### config.mk
export PLATFORM = sky130hd
export DESIGN_NAME = pixel_frame_capture_flat
export DESIGN_NICKNAME = d
export VERILOG_FILES = /design/src/rtl/pixel_frame_capture_if.sv /design/src/rtl/pixel_frame_capture.sv /design/src/flat_wrapper.sv
export SDC_FILE = /design/constraint.sdc
export NUM_CORES = 2
export LEC_CHECK = 0
export ABC_AREA = 1
export CORE_UTILIZATION = 44
export CTS_BUF_LIST = sky130_fd_sc_hd__clkbuf_8 sky130_fd_sc_hd__clkbuf_16
export DETAILED_ROUTE_END_ITERATION = 8
export PLACE_DENSITY = 0.62
export SETUP_SLACK_MARGIN = 0.5
export SLEW_MARGIN = 20
export SYNTH_ARGS = -nofsm -noshare
export SYNTH_HDL_FRONTEND = slang
export SYNTH_SLANG_ARGS = --single-unit
export TNS_END_PERCENT = 30
### constraint.sdc
create_clock -name sensor_clk -period 3.9 [get_ports sensor_clk]
set_clock_uncertainty 0.05 [all_clocks]
set_input_delay 0.585 -clock sensor_clk [delete_from_list [all_inputs] [get_ports sensor_clk]]
set_output_delay 0.585 -clock sensor_clk [all_outputs]
set_load 0.02 [all_outputs]
### src/rtl/pixel_frame_capture_if.sv
// Line-capture bus: sample inputs, host read port and line status.
// PIXEL_SUM_EN adds the per-line sum outputs.
interface pixel_frame_capture_if #(
   parameter int DATA_W = 12,
   parameter int IDX_W  = 7
);
   logic              frame_start;
   logic [DATA_W-1:0] pdata1;
   logic [DATA_W-1:0] pdata2;
   logic              clr_overrun;
   logic              rd_en;
   logic [IDX_W-1:0]  rd_addr;
   logic [DATA_W-1:0] rd_data1;
   logic [DATA_W-1:0] rd_data2;
   logic              rd_valid;
   logic              busy;
   logic              frame_done;
   logic [DATA_W-1:0] peak_val1;
   logic [DATA_W-1:0] peak_val2;
   logic [IDX_W-1:0]  peak_idx1;
   logic [IDX_W-1:0]  peak_idx2;
   logic              overrun;
`ifdef PIXEL_SUM_EN
   logic [DATA_W+IDX_W-1:0] sum1;
   logic [DATA_W+IDX_W-1:0] sum2;
`endif

   modport master (
`ifdef PIXEL_SUM_EN
      input  sum1, sum2,
`endif
      output frame_start, pdata1, pdata2,
      output clr_overrun, rd_en, rd_addr,
      input  rd_data1, rd_data2, rd_valid,
      input  busy, frame_done, overrun,
      input  peak_val1, peak_val2,
      input  peak_idx1, peak_idx2
   );

   modport slave (
`ifdef PIXEL_SUM_EN
      output sum1, sum2,
`endif
      input  frame_start, pdata1, pdata2,
      input  clr_overrun, rd_en, rd_addr,
      output rd_data1, rd_data2, rd_valid,
      output busy, frame_done, overrun,
      output peak_val1, peak_val2,
      output peak_idx1, peak_idx2
   );
endinterface

### src/rtl/pixel_frame_capture.sv
// Dual-channel line capture with peak tracking and registered readback.
// Optional PIXEL_SUM_EN adds per-line sample sums.
module pixel_frame_capture #(
   parameter int NUM_PIXELS = 128,
   parameter int IDX_W      = 7,
   parameter int DATA_W     = 12,
   parameter int SKIP       = 2
) (
   input  logic sensor_clk,
   input  logic reset,
   pixel_frame_capture_if.slave bus
);

   typedef enum logic [1:0] {
      IDLE, DELAY, CAPTURE, DONE
   } state_t;

   localparam logic [3:0] DLY0 =
      4'(SKIP > 0 ? SKIP - 1 : 0);
   localparam logic [IDX_W-1:0] LAST =
      IDX_W'(NUM_PIXELS - 1);
   localparam logic [IDX_W:0] NPX =
      (IDX_W+1)'(NUM_PIXELS);

   state_t state, state_nxt;
   logic [3:0] dly;
   logic [IDX_W-1:0] pix_cnt;
   logic [DATA_W-1:0] max1, max2, nmax1, nmax2;
   logic [IDX_W-1:0] mi1, mi2, nmi1, nmi2;
   logic cap, last, idle, oob;

   logic [DATA_W-1:0] mem1 [2**IDX_W];
   logic [DATA_W-1:0] mem2 [2**IDX_W];

   assign idle = (state == IDLE);
   assign cap  = (state == CAPTURE);
   assign last = cap && (pix_cnt == LAST);
   assign oob  = ({1'b0, bus.rd_addr} >= NPX);

   assign bus.busy =
      (state == DELAY) || (state == CAPTURE);
   assign bus.frame_done = (state == DONE);

   always_ff @(posedge sensor_clk or posedge reset) begin
      if (reset) state <= IDLE;
      else       state <= state_nxt;
   end

   always_comb begin
      state_nxt = state;
      unique case (state)
         IDLE:
            if (bus.frame_start)
               state_nxt = (SKIP == 0) ? CAPTURE : DELAY;
         DELAY:
            if (dly == 4'd0) state_nxt = CAPTURE;
         CAPTURE:
            if (last) state_nxt = DONE;
         DONE:
            state_nxt = IDLE;
         default:
            state_nxt = IDLE;
      endcase
   end

   // pixel 0 always loads; later only a strictly larger sample wins
   always_comb begin
      nmax1 = max1;
      nmi1  = mi1;
      nmax2 = max2;
      nmi2  = mi2;
      if (pix_cnt == '0 || bus.pdata1 > max1) begin
         nmax1 = bus.pdata1;
         nmi1  = pix_cnt;
      end
      if (pix_cnt == '0 || bus.pdata2 > max2) begin
         nmax2 = bus.pdata2;
         nmi2  = pix_cnt;
      end
   end

   always_ff @(posedge sensor_clk or posedge reset) begin
      if (reset) begin
         dly           <= '0;
         pix_cnt       <= '0;
         max1          <= '0;
         max2          <= '0;
         mi1           <= '0;
         mi2           <= '0;
         bus.peak_val1 <= '0;
         bus.peak_val2 <= '0;
         bus.peak_idx1 <= '0;
         bus.peak_idx2 <= '0;
      end else begin
         if (idle && bus.frame_start)
            dly <= DLY0;
         else if (state == DELAY)
            dly <= dly - 4'd1;
         if (cap) begin
            pix_cnt <= last ? '0 : pix_cnt + 1'b1;
            max1    <= nmax1;
            max2    <= nmax2;
            mi1     <= nmi1;
            mi2     <= nmi2;
         end
         if (last) begin
            bus.peak_val1 <= nmax1;
            bus.peak_val2 <= nmax2;
            bus.peak_idx1 <= nmi1;
            bus.peak_idx2 <= nmi2;
         end
      end
   end

   always_ff @(posedge sensor_clk or posedge reset) begin
      if (reset)
         bus.overrun <= 1'b0;
      else if (bus.frame_start && !idle)
         bus.overrun <= 1'b1;
      else if (bus.clr_overrun)
         bus.overrun <= 1'b0;
   end

   always_ff @(posedge sensor_clk) begin
      if (cap) begin
         mem1[pix_cnt] <= bus.pdata1;
         mem2[pix_cnt] <= bus.pdata2;
      end
   end

   always_ff @(posedge sensor_clk or posedge reset) begin
      if (reset) begin
         bus.rd_valid <= 1'b0;
         bus.rd_data1 <= '0;
         bus.rd_data2 <= '0;
      end else begin
         bus.rd_valid <= bus.rd_en && idle;
         if (bus.rd_en && idle) begin
            bus.rd_data1 <= oob ? '0 : mem1[bus.rd_addr];
            bus.rd_data2 <= oob ? '0 : mem2[bus.rd_addr];
         end
      end
   end

`ifdef PIXEL_SUM_EN
   localparam int SUM_W = DATA_W + IDX_W;
   logic [SUM_W-1:0] acc1, acc2, nacc1, nacc2;

   assign nacc1 = (pix_cnt == '0 ? '0 : acc1)
                + SUM_W'(bus.pdata1);
   assign nacc2 = (pix_cnt == '0 ? '0 : acc2)
                + SUM_W'(bus.pdata2);

   always_ff @(posedge sensor_clk or posedge reset) begin
      if (reset) begin
         acc1     <= '0;
         acc2     <= '0;
         bus.sum1 <= '0;
         bus.sum2 <= '0;
      end else begin
         if (cap) begin
            acc1 <= nacc1;
            acc2 <= nacc2;
         end
         if (last) begin
            bus.sum1 <= nacc1;
            bus.sum2 <= nacc2;
         end
      end
   end
`else
   // no line sums in this build
`endif

endmodule

### src/flat_wrapper.sv
// flat-port wrapper written by rule: the top's interface ports become plain ports
module pixel_frame_capture_flat 
#(
   parameter int NUM_PIXELS = 128,
   parameter int IDX_W      = 7,
   parameter int DATA_W     = 12,
   parameter int SKIP       = 2
)
  (sensor_clk, reset, bus_frame_start, bus_pdata1, bus_pdata2, bus_clr_overrun, bus_rd_en, bus_rd_addr, bus_rd_data1, bus_rd_data2, bus_rd_valid, bus_busy, bus_frame_done, bus_overrun, bus_peak_val1, bus_peak_val2, bus_peak_idx1, bus_peak_idx2);
  pixel_frame_capture_if #(.DATA_W(DATA_W), .IDX_W(IDX_W)) bus_i ();
  input  logic sensor_clk;
  input  logic reset;
  input wire logic [$bits(bus_i.frame_start)-1:0] bus_frame_start;
  input wire logic [$bits(bus_i.pdata1)-1:0] bus_pdata1;
  input wire logic [$bits(bus_i.pdata2)-1:0] bus_pdata2;
  input wire logic [$bits(bus_i.clr_overrun)-1:0] bus_clr_overrun;
  input wire logic [$bits(bus_i.rd_en)-1:0] bus_rd_en;
  input wire logic [$bits(bus_i.rd_addr)-1:0] bus_rd_addr;
  output wire logic [$bits(bus_i.rd_data1)-1:0] bus_rd_data1;
  output wire logic [$bits(bus_i.rd_data2)-1:0] bus_rd_data2;
  output wire logic [$bits(bus_i.rd_valid)-1:0] bus_rd_valid;
  output wire logic [$bits(bus_i.busy)-1:0] bus_busy;
  output wire logic [$bits(bus_i.frame_done)-1:0] bus_frame_done;
  output wire logic [$bits(bus_i.overrun)-1:0] bus_overrun;
  output wire logic [$bits(bus_i.peak_val1)-1:0] bus_peak_val1;
  output wire logic [$bits(bus_i.peak_val2)-1:0] bus_peak_val2;
  output wire logic [$bits(bus_i.peak_idx1)-1:0] bus_peak_idx1;
  output wire logic [$bits(bus_i.peak_idx2)-1:0] bus_peak_idx2;
  assign bus_i.frame_start = bus_frame_start;
  assign bus_i.pdata1 = bus_pdata1;
  assign bus_i.pdata2 = bus_pdata2;
  assign bus_i.clr_overrun = bus_clr_overrun;
  assign bus_i.rd_en = bus_rd_en;
  assign bus_i.rd_addr = bus_rd_addr;
  assign bus_rd_data1 = bus_i.rd_data1;
  assign bus_rd_data2 = bus_i.rd_data2;
  assign bus_rd_valid = bus_i.rd_valid;
  assign bus_busy = bus_i.busy;
  assign bus_frame_done = bus_i.frame_done;
  assign bus_overrun = bus_i.overrun;
  assign bus_peak_val1 = bus_i.peak_val1;
  assign bus_peak_val2 = bus_i.peak_val2;
  assign bus_peak_idx1 = bus_i.peak_idx1;
  assign bus_peak_idx2 = bus_i.peak_idx2;
  pixel_frame_capture #(.NUM_PIXELS(NUM_PIXELS), .IDX_W(IDX_W), .DATA_W(DATA_W), .SKIP(SKIP)) u_core (.sensor_clk(sensor_clk), .reset(reset), .bus(bus_i));
endmodule
======== Word-level counts from Yosys, hierarchy flattened ========
Memory sizes are Yosys's and may differ from the RTL's. A register that Yosys moved wholly into a read port is not among the register bits.
Index checks and enable logic that the tools add are counted.
W data, S select, Z words.
word-level totals
  memories ................................ 2
  logic and storage cells ................. 55
  bits in read-only memories .............. 0
  latch bits .............................. 0
  bits in registers ....................... 91
  input bits .............................. 36
  RAM bits ................................ 3072
memories
  name         depth  width  read ports  clocked after memory_dff  wr ports  line                       text
  u_core.mem1  128    12     1           1                         1         pixel_frame_capture.sv:32  logic [DATA_W-1:0] mem1 [2**IDX_W];
  u_core.mem2  128    12     1           1                         1         pixel_frame_capture.sv:33  logic [DATA_W-1:0] mem2 [2**IDX_W];
operators by class
  equality and inequality tests ........... 7
  muxes and demuxes ....................... 15
  multipliers ............................. 0
  reduce and logical (&&, ||, !) cells .... 14
  div/mod/pow operators ................... 0
  order comparisons ....................... 2
  bitwise gates (word level) .............. 0
  $add $sub $neg .......................... 2
  shift-type cells ........................ 0
operator list
  operator               count
  $gt A12 B12 Y1         2
  $mux W12               2
  $mux W7                3
  $mux W4                2
  $pmux W2 S4            1
  $add A7 B1 Y7 const B  1
  $eq A7 B7 Y1 const B   1
  $logic_not A7 Y1       1
  $mux W2                3
  $eq A2 B2 Y1 const B   2
  $logic_and A1 B1 Y1    4
  $logic_not A4 Y1       1
  $mux W1                4
  $ne A2 B2 Y1 const B   2
  $reduce_bool A2 Y1     2
  $sub A4 B1 Y4 const B  1
  $logic_or A1 B1 Y1     3
  $reduce_and A3 Y1      1
  $eq A2 B1 Y1 const B   1
  $logic_not A2 Y1       1
  $ne A2 B1 Y1 const B   1
  $logic_not A1 Y1       1

======== Depth between registers and ports, before layout ========
  word-level depth ........................ 4
  depth in mapped cells ................... 15
  depth with buffers taken out ............ 14

======== Worst setup path after synthesis ========
Ideal clock, no wire load.
  kind .................................... register to register
  start ................................... register u_core.state[0]
  end ..................................... memory u_core.mem1[95][0] (enable)
  period minus slack after synthesis ...... 3.292 ns
  stages on the path, launching flop included .. 9
  data required time ...................... 3.415 ns
  data arrival time ....................... 2.807 ns
  path slack .............................. 0.608 ns
  cells stage by stage .................... dfrtp_1 -> inv_1 -> ha_1 -> nand2_1 -> nor2_1 -> inv_1 -> nor2_1 -> inv_1 -> nor3_1
on the way
  longest elaborated chain between the ends .. 3
RTL lines
  item                           line                        text
  start: declaration             pixel_frame_capture.sv:25   state_t state, state_nxt;
  start signal: assignment       pixel_frame_capture.sv:46   else state <= state_nxt;
  $eq A2 B2 Y1                   pixel_frame_capture.sv:36   assign cap = (state == CAPTURE);
  $mux W1                        pixel_frame_capture.sv:125  if (cap) begin
  $mux W1 (implied by the code)  pixel_frame_capture.sv:126  mem1[pix_cnt] <= bus.pdata1;
  end: declaration               pixel_frame_capture.sv:32
Every way passes these cells.

======== Worst setup path in the final report ========
  start ................................... register u_core.state[0]
  end ..................................... memory u_core.mem2[98][6] (enable)
on the way
  longest elaborated chain between the ends .. 3
RTL lines
  item                           line                        text
  $eq A2 B2 Y1                   pixel_frame_capture.sv:36
  $mux W1                        pixel_frame_capture.sv:125
  $mux W1 (implied by the code)  pixel_frame_capture.sv:127  mem2[pix_cnt] <= bus.pdata2;
  end: declaration               pixel_frame_capture.sv:33
Every way passes these cells.

==> flow_metrics.tcl <==
set metrics [dict create \
    outcome "complete, no violations" \
    io_buffers 101 \
    worst_r2r_endpoint "u_core.mem2[98][6]$_DFFE_PP_" \
    path_common_cell "buf_4" \
    grt_max_degree 130 \
    critPathTopFamily "simple AND/OR/NAND/NOR gates" \
    pin_count 102 \
    crit_path_max_fanout 24 \
    yosysSeqAreaShare 0.7372 \
    fin_crit_sh 0.8394 \
    critPathRequiredTime_ps 4370 \
    clk_pin_slew_ps 60 \
    vias_per_cell 5.761 \
    die_h_um 543.5 \
    dr.pass1.iters 6 \
    start_kind "register" \
    hold_path.startpoint "bus_pdata2[1]" \
    synthesis.area_mm2 0.1290 \
    dieArea_mm2 0.2954 \
    synth_cell_types 29 \
    layout.cells.non_filler 15024 \
    cap_violations 0 \
    yosys_warnings 0 \
    vias 86553 \
    drv_slew 0 \
    crit_arrival_ps 3750 \
    setup_ws_ps 626.3 \
    syn_nets 10800 \
    synth_adder_area_share 0.003006 \
    syn2layout_area_growth_pct 13.22 \
    grt_pass1_wl_mm 562.3 \
    crit_type "reg -> reg" \
    grt_pass1_vias 81131 \
    synth_largest_area_cell "edfxtp_1" \
    rows 198 \
    fin_setup_tns_ps 0 \
    gp_congestion 0.8790 \
    clock.fmax_ghz 0.3055 \
    die_w_um 543.5 \
    synth_compound_area_frac 0.003646 \
    clkSinkCount 3187 \
    remaining_drc_errors 0 \
    vdd_drop_max_mv 0.4546 \
    relSlewSlack 0.2291 \
    critPathSlowestCell "buf_4" \
    fin_util 0.5014 \
    tightestPinTransition_ps 1156 \
    grt-ovfl-total 0 \
    grt.total_usage 0.2601 \
    yosys.area_share.simple 0.2228 \
    final_net_count 10922 \
    hold_viol 0 \
    wire_per_inst_um 25.94 \
    r2r-start "u_core.state[0]$_DFFE_PP0P_" \
    max_stage_delay_ps 440 \
    core_mm2 0.2913 \
    synth_cells 10733 \
    setup_viol 0 \
    wl_mm 389.8 \
    rsz0062_at_grt "true" \
    synth_seq_cells 3187 \
    r2r_cells 8 \
    cts_made_buffers 328 \
    cts_buffer_depth 4 \
    synth_top_area_share 0.7149 \
    ff2ff_setup_slack_ps 630 \
    final.min_clock_period_ps 3274 \
    synth_area_per_cell_um2 12.02 \
    ant_nets 0 \
    min_to "u_core.max2[1]$_DFFE_PP0P_" \
    power_density_mw_per_mm2 531.2 \
    hp-class "in -> reg" \
    drtIter0Drc 10808 \
    worstSkewPairLatency_ps 910 \
    synth.area.mux_share 0 \
    dp.cells 14421 \
    cp-end-kind "register" \
    antenna_found_initial 24 \
    hpwl_mm 222.2 \
    place_ws_ps 335.7 \
    drive_gt1_frac 0.09465 \
    min_path_cells 5 \
    synth_top_family_by_area "simple AND/OR/NAND/NOR gates" \
    leakage_nw 51.99 \
    synth_area_leaders "edfxtp_1, nand3_1, nand2_1" \
    crit_chain "inv_1 -> ha_1 -> inv_2 -> nor2_1 -> nand2_2 -> buf_4 -> nor2_2 -> buf_4" \
    crit_buf_inv 4 \
    initial_core_util 0.4429 \
    cts_tree "yes" \
    yosys.area_share.xor_xnor 0.00006788 \
    clockRootBuffer "clkbuf_16" \
    ctsHtreeMaxLevel 5 \
]
[cell usage after synthesis]
cell      instances
nand2_1        3374
nand3_1        3081
edfxtp_1       3072
buf_2           390
nor2_1          148
clkbuf_1        127
dfrtp_1         115
inv_1            83
buf_6            70
buf_1            65
buf_4            57
o21ai_0          47
ha_1             31
o21ai_1          21
a21oi_1          19
nand3b_1          7
nor3_1            5
buf_8             3
clkinv_1          3
inv_2             3
nand4_1           3
a211oi_1          2
a31oi_1           1
buf_12            1
inv_4             1
nor2_2            1
o21a_1            1
o22ai_1           1
xor2_1            1
[per-stage QoR]
| step | hold WS [ps] | instance area, µm² | total power [mW] |
|---|---|---|---|
| 2_1_floorplan | 390.4 | 129000 | 43.66 |
| 3_3_place_gp | 402.7 | 135500 | 47.30 |
| 3_5_place_dp | 412.0 | 135500 | 47.43 |
| 4_1_cts | 59.97 | 146100 | 77.84 |
| 5_1_grt | 77.76 | 146100 | 79.83 |
| 6_report | 109.8 | 146100 | 77.59 |
[layout make-up]
type | count | area (µm²)
clock inverters | 252 | 2151
inverters | 90 | 385.4
fillers | 24865 | 145300
repair buffers | 505 | 5199
well taps | 3900 | 4880
clock buffers | 338 | 8368
flip-flops and latches | 3187 | 95130
multi-input cells | 6743 | 29960
diodes | 9 | 22.52
[worst max path at each step]
| stage | startpoint | endpoint | slack [ps] | cells past startpoint |
|---|---|---|---|---|
| detailed placement | bus_rd_addr[0] | u_core.bus.rd_data2[0]$_DFFE_PP0P_ | 340 | 13 |
| floorplan | u_core.state[0]$_DFFE_PP0P_ | u_core.mem1[95][0]$_DFFE_PP_ | 610 | 8 |
| CTS | u_core.state[0]$_DFFE_PP0P_ | u_core.pix_cnt[5]$_DFFE_PP0P_ | 610 | 11 |
| global route | u_core.pix_cnt[3]$_DFFE_PP0P_ | u_core.bus.peak_val2[6]$_DFFE_PP0N_ | 480 | 8 |
| finish | u_core.state[0]$_DFFE_PP0P_ | u_core.mem2[98][6]$_DFFE_PP_ | 630 | 8 |
| global placement | bus_rd_addr[0] | u_core.bus.rd_data2[2]$_DFFE_PP0P_ | 330 | 14 |
[per-layer routing]
metal	GRT usage	routed length, µm
met1	0.3565	153600
met2	0.4077	180500
met3	0.04634	37740
met4	0.1125	17980
met5	0	52
[flip-flops by register name, summed over array words and instances, names as in the netlist]
signal and count:
u_core.bus.peak_val1 12, u_core.max1 12, u_core.max2 12, u_core.bus.peak_idx1 7
u_core.state 2, u_core.mem1 1536, u_core.bus.peak_idx2 7, u_core.dly 4
u_core.mi2 7, u_core.bus.overrun 1, u_core.bus.rd_data1 12, u_core.mi1 7
u_core.pix_cnt 7, u_core.bus.rd_valid 1, u_core.bus.rd_data2 12, u_core.bus.peak_val2 12
u_core.mem2 1536
[cells in the final DEF, fill, tap and decap left out, drive strengths merged]
cell / count
a211oi: 2
a21oi: 19
a31oi: 1
buf: 429
bufinv: 28
clkbuf: 339
clkdlybuf4s50: 71
clkinv: 141
clkinvlp: 16
dfrtp: 115
diode: 9
dlygate4sd3: 4
edfxtp: 3072
ha: 31
inv: 157
nand2: 3374
nand3: 3081
nand3b: 7
nand4: 3
nor2: 149
nor3: 5
o21a: 1
o21ai: 68
o22ai: 1
xor2: 1
[timing repair]
item	4_1_cts	5_1_grt
setup endpoints to repair	0	38
hold buffers	4	0
resized for setup	0	2
setup buffers	0	0
endpoints found under the hold margin	10	0
[cells by family (layout without fill, tap and decap cells)]
family          count (synthesis)  in the layout
compound gates                 92             92
fa+ha+maj                      31             31
flops                        3187           3187
buf+inv                       803           1185
xor+xnor                        1              1
simple gates                 6619           6619
other cells                     0              9
[where the power goes]
group	leakage, nW	internal (mW)	switching (mW)
Clock	5.38	17.5	13.3
Sequential	28.9	38.4	0.623
Combinational	17.7	2.03	5.76
[worst min-delay path, cell delays in order]
cell	delay, ps
buf_6	170
inv_1	90
nand2_1	60
nand3_1	60
nand2_1	40
Note: power is estimated with default switching activity, not from simulation.
